### src/rtl/rv32i_pkg.sv
// Shared RV32I definitions: datapath width, canonical NOP, fetch FSM encoding
// and the base opcode map that the fetch unit and the control unit both use.
package rv32i_pkg;

  localparam int XLEN = 32;

  localparam logic [XLEN-1:0] NOP_INSTR = 32'h0000_0013;  // ADDI x0,x0,0

  localparam logic [6:0] OPC_LUI    = 7'b0110111;
  localparam logic [6:0] OPC_AUIPC  = 7'b0010111;
  localparam logic [6:0] OPC_JAL    = 7'b1101111;
  localparam logic [6:0] OPC_JALR   = 7'b1100111;
  localparam logic [6:0] OPC_BRANCH = 7'b1100011;
  localparam logic [6:0] OPC_LOAD   = 7'b0000011;
  localparam logic [6:0] OPC_STORE  = 7'b0100011;
  localparam logic [6:0] OPC_OP_IMM = 7'b0010011;
  localparam logic [6:0] OPC_OP     = 7'b0110011;

  typedef enum logic [1:0] {
    S_IDLE  = 2'd0,
    S_FETCH = 2'd1,
    S_HOLD  = 2'd2,
    S_ERR   = 2'd3
  } fetch_state_e;

endpackage

### src/rtl/pc_register.sv
// Program-counter register: synchronous active-high reset to RESET_PC and a
// load enable driven by the fetch unit's consume logic.
module pc_register
  import rv32i_pkg::*;
#(
  parameter logic [XLEN-1:0] RESET_PC = '0
) (
  input  logic            clk,
  input  logic            rst,
  input  logic            load_en_i,
  input  logic [XLEN-1:0] pc_d_i,
  output logic [XLEN-1:0] pc_q_o
);

  // NOTE: sequential state uses non-blocking assignments so every register
  // samples pre-edge values regardless of process evaluation order.
  always_ff @(posedge clk) begin
    if (rst) begin
      pc_q_o <= RESET_PC;
    end else if (load_en_i) begin
      pc_q_o <= pc_d_i;
    end
  end

endmodule

### src/rtl/fetch_unit.sv
// Instruction fetch unit: IDLE/FETCH/HOLD handshake with instruction memory and
// the next-PC mux. Optional misaligned-target trap under FETCH_MISALIGN_TRAP_EN.
module fetch_unit
  import rv32i_pkg::*;
#(
  parameter logic [XLEN-1:0] RESET_PC  = 32'h0000_0000,
  parameter logic [XLEN-1:0] NOP_INSTR = rv32i_pkg::NOP_INSTR
) (
  input  logic            clk,
  input  logic            rst,
  input  logic            PCSel,
  input  logic [XLEN-1:0] alu_result,
  input  logic            stall,
  output logic            imem_req,
  output logic [XLEN-1:0] imem_addr,
  input  logic            imem_ack,
  input  logic [XLEN-1:0] imem_rdata,
  output logic [XLEN-1:0] pc_out,
  output logic [XLEN-1:0] pc_plus4,
  output logic [XLEN-1:0] instr_out,
  output logic            instr_valid,
  output logic            misalign
);

  fetch_state_e    state_q, state_d;
  logic [XLEN-1:0] instr_q, instr_d;
  logic [XLEN-1:0] pc_next;
  logic            pc_load;
  logic            consume;

  pc_register #(
    .RESET_PC (RESET_PC)
  ) u_pc (
    .clk       (clk),
    .rst       (rst),
    .load_en_i (pc_load),
    .pc_d_i    (pc_next),
    .pc_q_o    (pc_out)
  );

  assign imem_req    = (state_q == S_FETCH);
  assign instr_valid = (state_q == S_HOLD);
  assign imem_addr   = pc_out;
  assign pc_plus4    = pc_out + 32'd4;
  assign instr_out   = instr_valid ? instr_q : NOP_INSTR;
  assign consume     = instr_valid & ~stall;
  // Redirect targets only have bit 0 cleared; bit 1 is kept for the trap check.
  assign pc_next     = PCSel ? (alu_result & 32'hFFFF_FFFE) : pc_plus4;

`ifdef FETCH_MISALIGN_TRAP_EN
  logic trap;
  logic misalign_q;

  assign trap     = PCSel & alu_result[1];
  assign misalign = misalign_q;

  always_ff @(posedge clk) begin
    if (rst) begin
      misalign_q <= 1'b0;
    end else if (consume && trap) begin
      misalign_q <= 1'b1;
    end
  end
`else
  assign misalign = 1'b0;
`endif

  // NOTE: every combinational output gets a default before the case so no
  // path leaves it unassigned, which would infer a latch.
  always_comb begin
    state_d = state_q;
    instr_d = instr_q;
    pc_load = 1'b0;
    case (state_q)
      S_IDLE:  state_d = S_FETCH;
      S_FETCH: begin
        if (imem_ack) begin
          instr_d = imem_rdata;
          state_d = S_HOLD;
        end
      end
      S_HOLD: begin
        if (consume) begin
`ifdef FETCH_MISALIGN_TRAP_EN
          if (trap) begin
            state_d = S_ERR;
          end else
`endif
          begin
            pc_load = 1'b1;
            state_d = S_FETCH;
          end
        end
      end
`ifdef FETCH_MISALIGN_TRAP_EN
      S_ERR:   state_d = S_ERR;
`endif
      default: state_d = S_IDLE;
    endcase
  end

  always_ff @(posedge clk) begin
    if (rst) begin
      state_q <= S_IDLE;
      instr_q <= NOP_INSTR;
    end else begin
      state_q <= state_d;
      instr_q <= instr_d;
    end
  end

endmodule

### config.mk
export PLATFORM = sky130hd
export DESIGN_NAME = fetch_unit
export DESIGN_NICKNAME = d
export VERILOG_FILES = /design/src/rtl/rv32i_pkg.sv /design/src/rtl/pc_register.sv /design/src/rtl/fetch_unit.sv
export SDC_FILE = /design/constraint.sdc
export NUM_CORES = 1
export LEC_CHECK = 0
export ABC_AREA = 1
export BUFFER_PORTS_ARGS = -buffer_cell sky130_fd_sc_hd__buf_2
export CORE_ASPECT_RATIO = 1.2
export CORE_MARGIN = 2
export CORE_UTILIZATION = 50
export DETAILED_ROUTE_END_ITERATION = 10
export PLACE_DENSITY = 0.87
export SYNTH_ARGS = -nofsm -noshare
export SYNTH_HDL_FRONTEND = slang
export SYNTH_SLANG_ARGS = --single-unit
export TNS_END_PERCENT = 100
### constraint.sdc
create_clock -name clk -period 4.1 [get_ports clk]
set_input_delay 0.41 -clock clk [delete_from_list [all_inputs] [get_ports clk]]
set_output_delay 0.41 -clock clk [all_outputs]
set_load 0.005 [all_outputs]
==> impl_metrics.tcl, run 1 <==
set metrics [dict create \
    status "complete, no violations" \
    ys_ff_latch 65 \
    cp_max_fo 5 \
    power_density_mw_per_mm2 301 \
    grt_use_total_pct 24.7 \
    cts_buffers 9 \
    pre_cts_slack_ns 1.78 \
    numPortBuffers 194 \
    boundaryPins 200 \
    hold_viol_final 0 \
    cp.required_ns 3.69 \
    ys_warn_count 0 \
    fin_setup_tns_ns 0 \
    slew_headroom_pct 18.8 \
    numClockSinks 65 \
    cp.arrival_ns 2.05 \
    synthMuxAreaShare_pct 0 \
    crit_type "reg2out" \
    synthesis.area_sq_mm 0.00394 \
    min_period_ns 2.46 \
    drive_gt1_share_pct 33.7 \
    p_seq_share_pct 45.3 \
    die_y_microns 101 \
    grt_pass1_wl_microns 17200 \
    synth_top_area_cell "dfxtp_1" \
    worst_slack_ns 1.64 \
    hold_class "in2reg" \
    nets 807 \
    cp-end-kind "output port" \
    setup_violations 0 \
    h-tree-depth 3 \
    avgSynthCellArea_sq_um 6.71 \
    synth_cell_type_count 28 \
    crit_path_start_kind "register" \
    ys_seq_area_share_pct 33.0 \
    grt_max_degree 47 \
    cts_setup_buffers 0 \
    p_comb_share_pct 8.9 \
    synth-xor-area-share_pct 4.86 \
    cts_tree "yes" \
    routed_wl_microns 10600 \
    area_delta_synth_final_pct 25.1 \
    final_core_util_pct 64.3 \
    first_iter_violations 95 \
    rows 35 \
    synthAdderAreaFrac_pct 0.318 \
    min_period_over_period_pct 59.9 \
    maxCapViolations 0 \
    ctsHoldBuffers 0 \
    drcViolationCount 0 \
    p_clk_share_pct 45.7 \
    ir_drop_v 0.000237 \
    grt_antenna_before_repair 0 \
    clock_path_buffers 2 \
    clock-root-buffer "clkbuf_8" \
    hold_slack_ns 0.285 \
    postRouteAntennaNets 0 \
    yosys.area_share.simple_pct 28.7 \
    dieArea_sq_mm 0.00860 \
    die_w_microns 85.0 \
    vias 4149 \
    yosysTopAreaCellShare_pct 33.0 \
    rsz0062_at_grt "no" \
    max_freq_ghz 0.407 \
    synth_top_family_by_area "simple AND/OR/NAND/NOR gates" \
    routabilityCongestion 0.918 \
    postSynthCellCount 587 \
    p_leak_uw 0.00244 \
    synth.area.top_cells "dfxtp_1 33%, nand2_1 12%, inv_1 7.6%" \
    grt_pass1_vias 3876 \
    globalRouteOverflowTotal 0 \
    worst_pin_slew_ns 1.22 \
    p_int_uw 1120 \
    hpwl_microns 8120 \
    post_cts_resized 0 \
    swShare_pct 24.1 \
    start_util_pct 51.4 \
    synth_compound_area_share_pct 15.8 \
    power.switching_uw 357 \
    via_per_inst 4.97 \
    antenna_cells 0 \
    first_pass_iters 5 \
    wl_per_cell_microns 12.7 \
    fin_skew_ns 0.0130 \
    clk_pin_slew_ns 0.08 \
    coreArea_sq_mm 0.00766 \
    clock_latency_ns 0.34 \
    maxSlewViolCount 0 \
]
-- metrics by stage --
step	power, uW	cells	cell area (sq um)
floorplan	765	590	3950
CTS	1500	834	4930
global placement	813	818	4680
detailed placement	819	818	4680
global route	1550	834	4930
finish	1480	834	4930
-- kinds of logic after synthesis --
logic type	after synthesis
other	1
DFF	65
and+or+nand+nor	249
xor gates and xnor gates	15
AOI/OAI and AO/OA	115
adders and majority gates	1
buffers and inverters	141
-- flip-flops by register name, indices dropped and copies added, names as in the netlist --
name / count
instr_q: 32
u_pc.pc_q_o: 31
state_q: 2
-- cells in the final DEF (no fill, tap or decap), drive strengths merged --
cell and count:
nor2 80, a22o 8, dfxtp 65, a21oi 54, clkinv 2, inv 84
and2 5, nand3 19, clkbuf 9, a31oi 5, xnor2 3, a211oi 1
nor3 3, conb 4, ha 1, o21ai 47, or2 3, xor2 12
buf 195, nand2 139, bufinv 3
-- power by group through the flow --
| stage | sequential (uW) | combinational, uW | clock, uW |
|---|---|---|---|
| 2_1_floorplan | 684 | 80.7 | 0 |
| 3_3_place_gp | 686 | 128 | 0 |
| 3_5_place_dp | 687 | 132 | 0 |
| 4_1_cts | 672 | 133 | 692 |
| 5_1_grt | 676 | 151 | 721 |
| 6_report | 672 | 132 | 678 |
-- cell type report --
type	instances	area, sq um
timing repair buffer	195	978
tap	92	115
clock inverter	7	125
fill	701	2740
multi-input combinational	384	1970
clock buffer	9	124
inverter	82	308
sequential	65	1300
-- critical path, cell delays in order (launching register included) --
cell,delay (ns)
dfxtp_1,0.42
ha_1,0.24
nand2_1,0.07
nor2_1,0.19
nand2_2,0.20
nor2_8,0.20
nand3_1,0.11
and2_1,0.17
buf_2,0.12
-- layer usage --
metal / routed length (microns) / GRT usage [%]
met5: 0 / 0
met1: 4110 / 27.1
met3: 794 / 5.87
met4: 314 / 12.8
met2: 5340 / 44.1
-- Yosys cell counts --
library cell  number
conb_1             1
a21oi_2            2
ha_1               1
buf_2              6
nor2_1            66
nand2_2            7
buf_4             37
xor2_1             4
nand2_4            2
nand3_1           19
a22o_1             8
inv_1             80
nor2_2             3
a31oi_1            5
xor2_2             8
or2_2              3
o21ai_0           47
xnor2_1            3
nand2_1          130
dfxtp_1           65
a211oi_1           1
nor2_4             8
nor2_8             3
nor3_1             3
inv_2              2
a21oi_1           52
and2_1             5
clkbuf_1          16
-- path summary, 6_finish.rpt --
path                                             startpoint                     endpoint  slack, ns  cells past startpoint
worst min-delay path                          imem_rdata[0]      instr_q[0]$_SDFFE_PP1P_       0.29                      3
worst max-delay path            u_pc.pc_q_o[3]$_SDFFE_PP0N_                 pc_plus4[26]       1.64                      8
worst max register to register      state_q[1]$_SDFFE_PP0P_  u_pc.pc_q_o[2]$_SDFFE_PP0N_       1.83                      7
worst min register to register     instr_q[12]$_SDFFE_PP0P_     instr_q[12]$_SDFFE_PP0P_       0.46                      2
Note: power is estimated with default switching activity, not from simulation.
==> run 2: changes to the inputs <==
Settings changed: CORE_UTILIZATION 50 to 46, PLACE_DENSITY 0.87 to 0.81.
Clock period 4.1 ns to 2.45 ns, I/O delays scaled along.
==> run 2 against run 1 <==
Worst setup slack got worse by 1.5 ns. Utilization fell by 4.2 points. Sequential power rose by 67%. Flip-flop and latch count did not move. Largest power group is now sequential cells. Highest routed layer unchanged.
==> impl_metrics.tcl, run 2 (synthesis gave the netlist of run 1 again) <==
set metrics [dict create \
    status "complete, no violations" \
    worst_pin_slew_ns 0.963 \
    wl_per_cell_microns 12.5 \
    die_y_microns 105 \
    min_period_over_period_pct 92.3 \
    maxCapViolations 0 \
    via_per_inst 4.81 \
    cp-end-kind "output port" \
    grt_antenna_before_repair 0 \
    reg_top3 "instr_q (32), u_pc.pc_q_o (31), state_q (2)" \
    start_util_pct 48.0 \
    power_density_mw_per_mm2 458 \
    min_period_ns 2.26 \
    postRouteAntennaNets 0 \
    fin_skew_ns 0.00598 \
    max_freq_ghz 0.442 \
    cp.arrival_ns 2.02 \
    clk_pin_slew_ns 0.07 \
    routabilityCongestion 0.870 \
    grt_pass1_vias 3818 \
    layout_common_cells "194 x buf_2, 130 x nand2_1, 80 x inv_1" \
    hold_viol_final 0 \
    drive_gt1_share_pct 34.1 \
    slew_headroom_pct 35.7 \
    area_delta_synth_final_pct 25.0 \
    clock_path_buffers 2 \
    die_w_microns 88.5 \
    rows 36 \
    first_iter_violations 134 \
    numClockSinks 65 \
    worst_slack_ns 0.190 \
    cp_max_fo 5 \
    grt_pass1_wl_microns 17000 \
    top_register "instr_q" \
    hold_class "in2reg" \
    setup_violations 0 \
    drcViolationCount 0 \
    largest_register_ffs 32 \
    hpwl_microns 8170 \
    dpl-instance-area_sq_mm 0.00473 \
    hold_slack_ns 0.0984 \
    finalInstanceArea_sq_mm 0.00492 \
    antenna_cells 0 \
    vias 4129 \
    clock-root-buffer "clkbuf_8" \
    fin_setup_tns_ns 0 \
    ir_drop_v 0.000406 \
    globalRouteOverflowTotal 0 \
    grt_max_degree 47 \
    coreArea_sq_mm 0.00820 \
    cts_tree "yes" \
    rsz0062_at_grt "no" \
    routed_wl_microns 10700 \
    grt_use_total_pct 23.0 \
    finalPower_uw 2250 \
    maxSlewViolCount 0 \
    first_pass_iters 4 \
    p_leak_uw 0.00244 \
    layout_commonest_cell "buf_2" \
    clock_latency_ns 0.34 \
    pre_cts_slack_ns 0.541 \
    h-tree-depth 3 \
    crit_path_start_kind "register" \
    boundaryPins 200 \
    cts_buffers 9 \
    nets 810 \
    numPortBuffers 194 \
    cp.required_ns 2.20 \
    dieArea_sq_mm 0.00932 \
    crit_type "reg2out" \
]
## run 2: changes by cell type in the layout (fill, tap and decap cells not counted)
cell	delta
bufinv_16	-2
clkinv_2	+3
dfxtp_2	+1
inv_6	-1
dfxtp_1	-1
buf_4	+3
clkinv_4	-1
clkinvlp_4	+1
## run 2: final cells by class
type / count / area, sq um
well taps: 114 / 143
repair buffers: 198 / 1000
clock inverters: 7 / 70.1
fillers: 819 / 3280
inverters: 82 / 308
clock buffers: 9 / 124
multi-input cells: 384 / 1970
flip-flops and latches: 65 / 1300
## run 2: power breakdown
group / internal (uW) / switching (uW)
Clock: 469 / 437
Sequential: 1100 / 21.4
Combinational: 94.5 / 129
## run 2: final timing paths
path                                   to  depth (start not counted)                   startpoint  slack, ns
max                          pc_plus4[26]                          8  u_pc.pc_q_o[3]$_SDFFE_PP0N_       0.19
max reg2reg  u_pc.pc_q_o[20]$_SDFFE_PP0N_                         10  u_pc.pc_q_o[3]$_SDFFE_PP0N_       0.71
min reg2reg      instr_q[16]$_SDFFE_PP0P_                          2     instr_q[16]$_SDFFE_PP0P_       0.45
min               instr_q[1]$_SDFFE_PP1P_                          3                imem_rdata[1]        0.1
## run 2: worst max-delay path, stage by stage, from the launching register on
cell and delay (ns):
dfxtp_1 0.40, ha_1 0.23, nand2_1 0.07, nor2_1 0.19
nand2_2 0.20, nor2_8 0.20, nand3_1 0.10, and2_1 0.17
buf_2 0.12
## run 2: repair_timing
action | in CTS | in global routing
endpoints found under the setup margin | 0 | 1
setup buffers | 0 | 0
gates resized for setup | 0 | 1
hold buffers | 0 | 0
## run 2: through the flow
stage	cells	utilization, %
after floorplan	590	-
after global placement	843	57.7
after detailed placement	843	57.7
after CTS	859	60.0
after global routing	859	60.0
final	859	60.0
## run 2: layer usage
layer,vias to the layer above,track usage [%],share of wire [%]
met5,-,0,0
met4,0,9.96,2.5
met3,21,6.97,8.0
met2,179,39.1,49
met1,1834,26.0,41
li1,2095,-,-
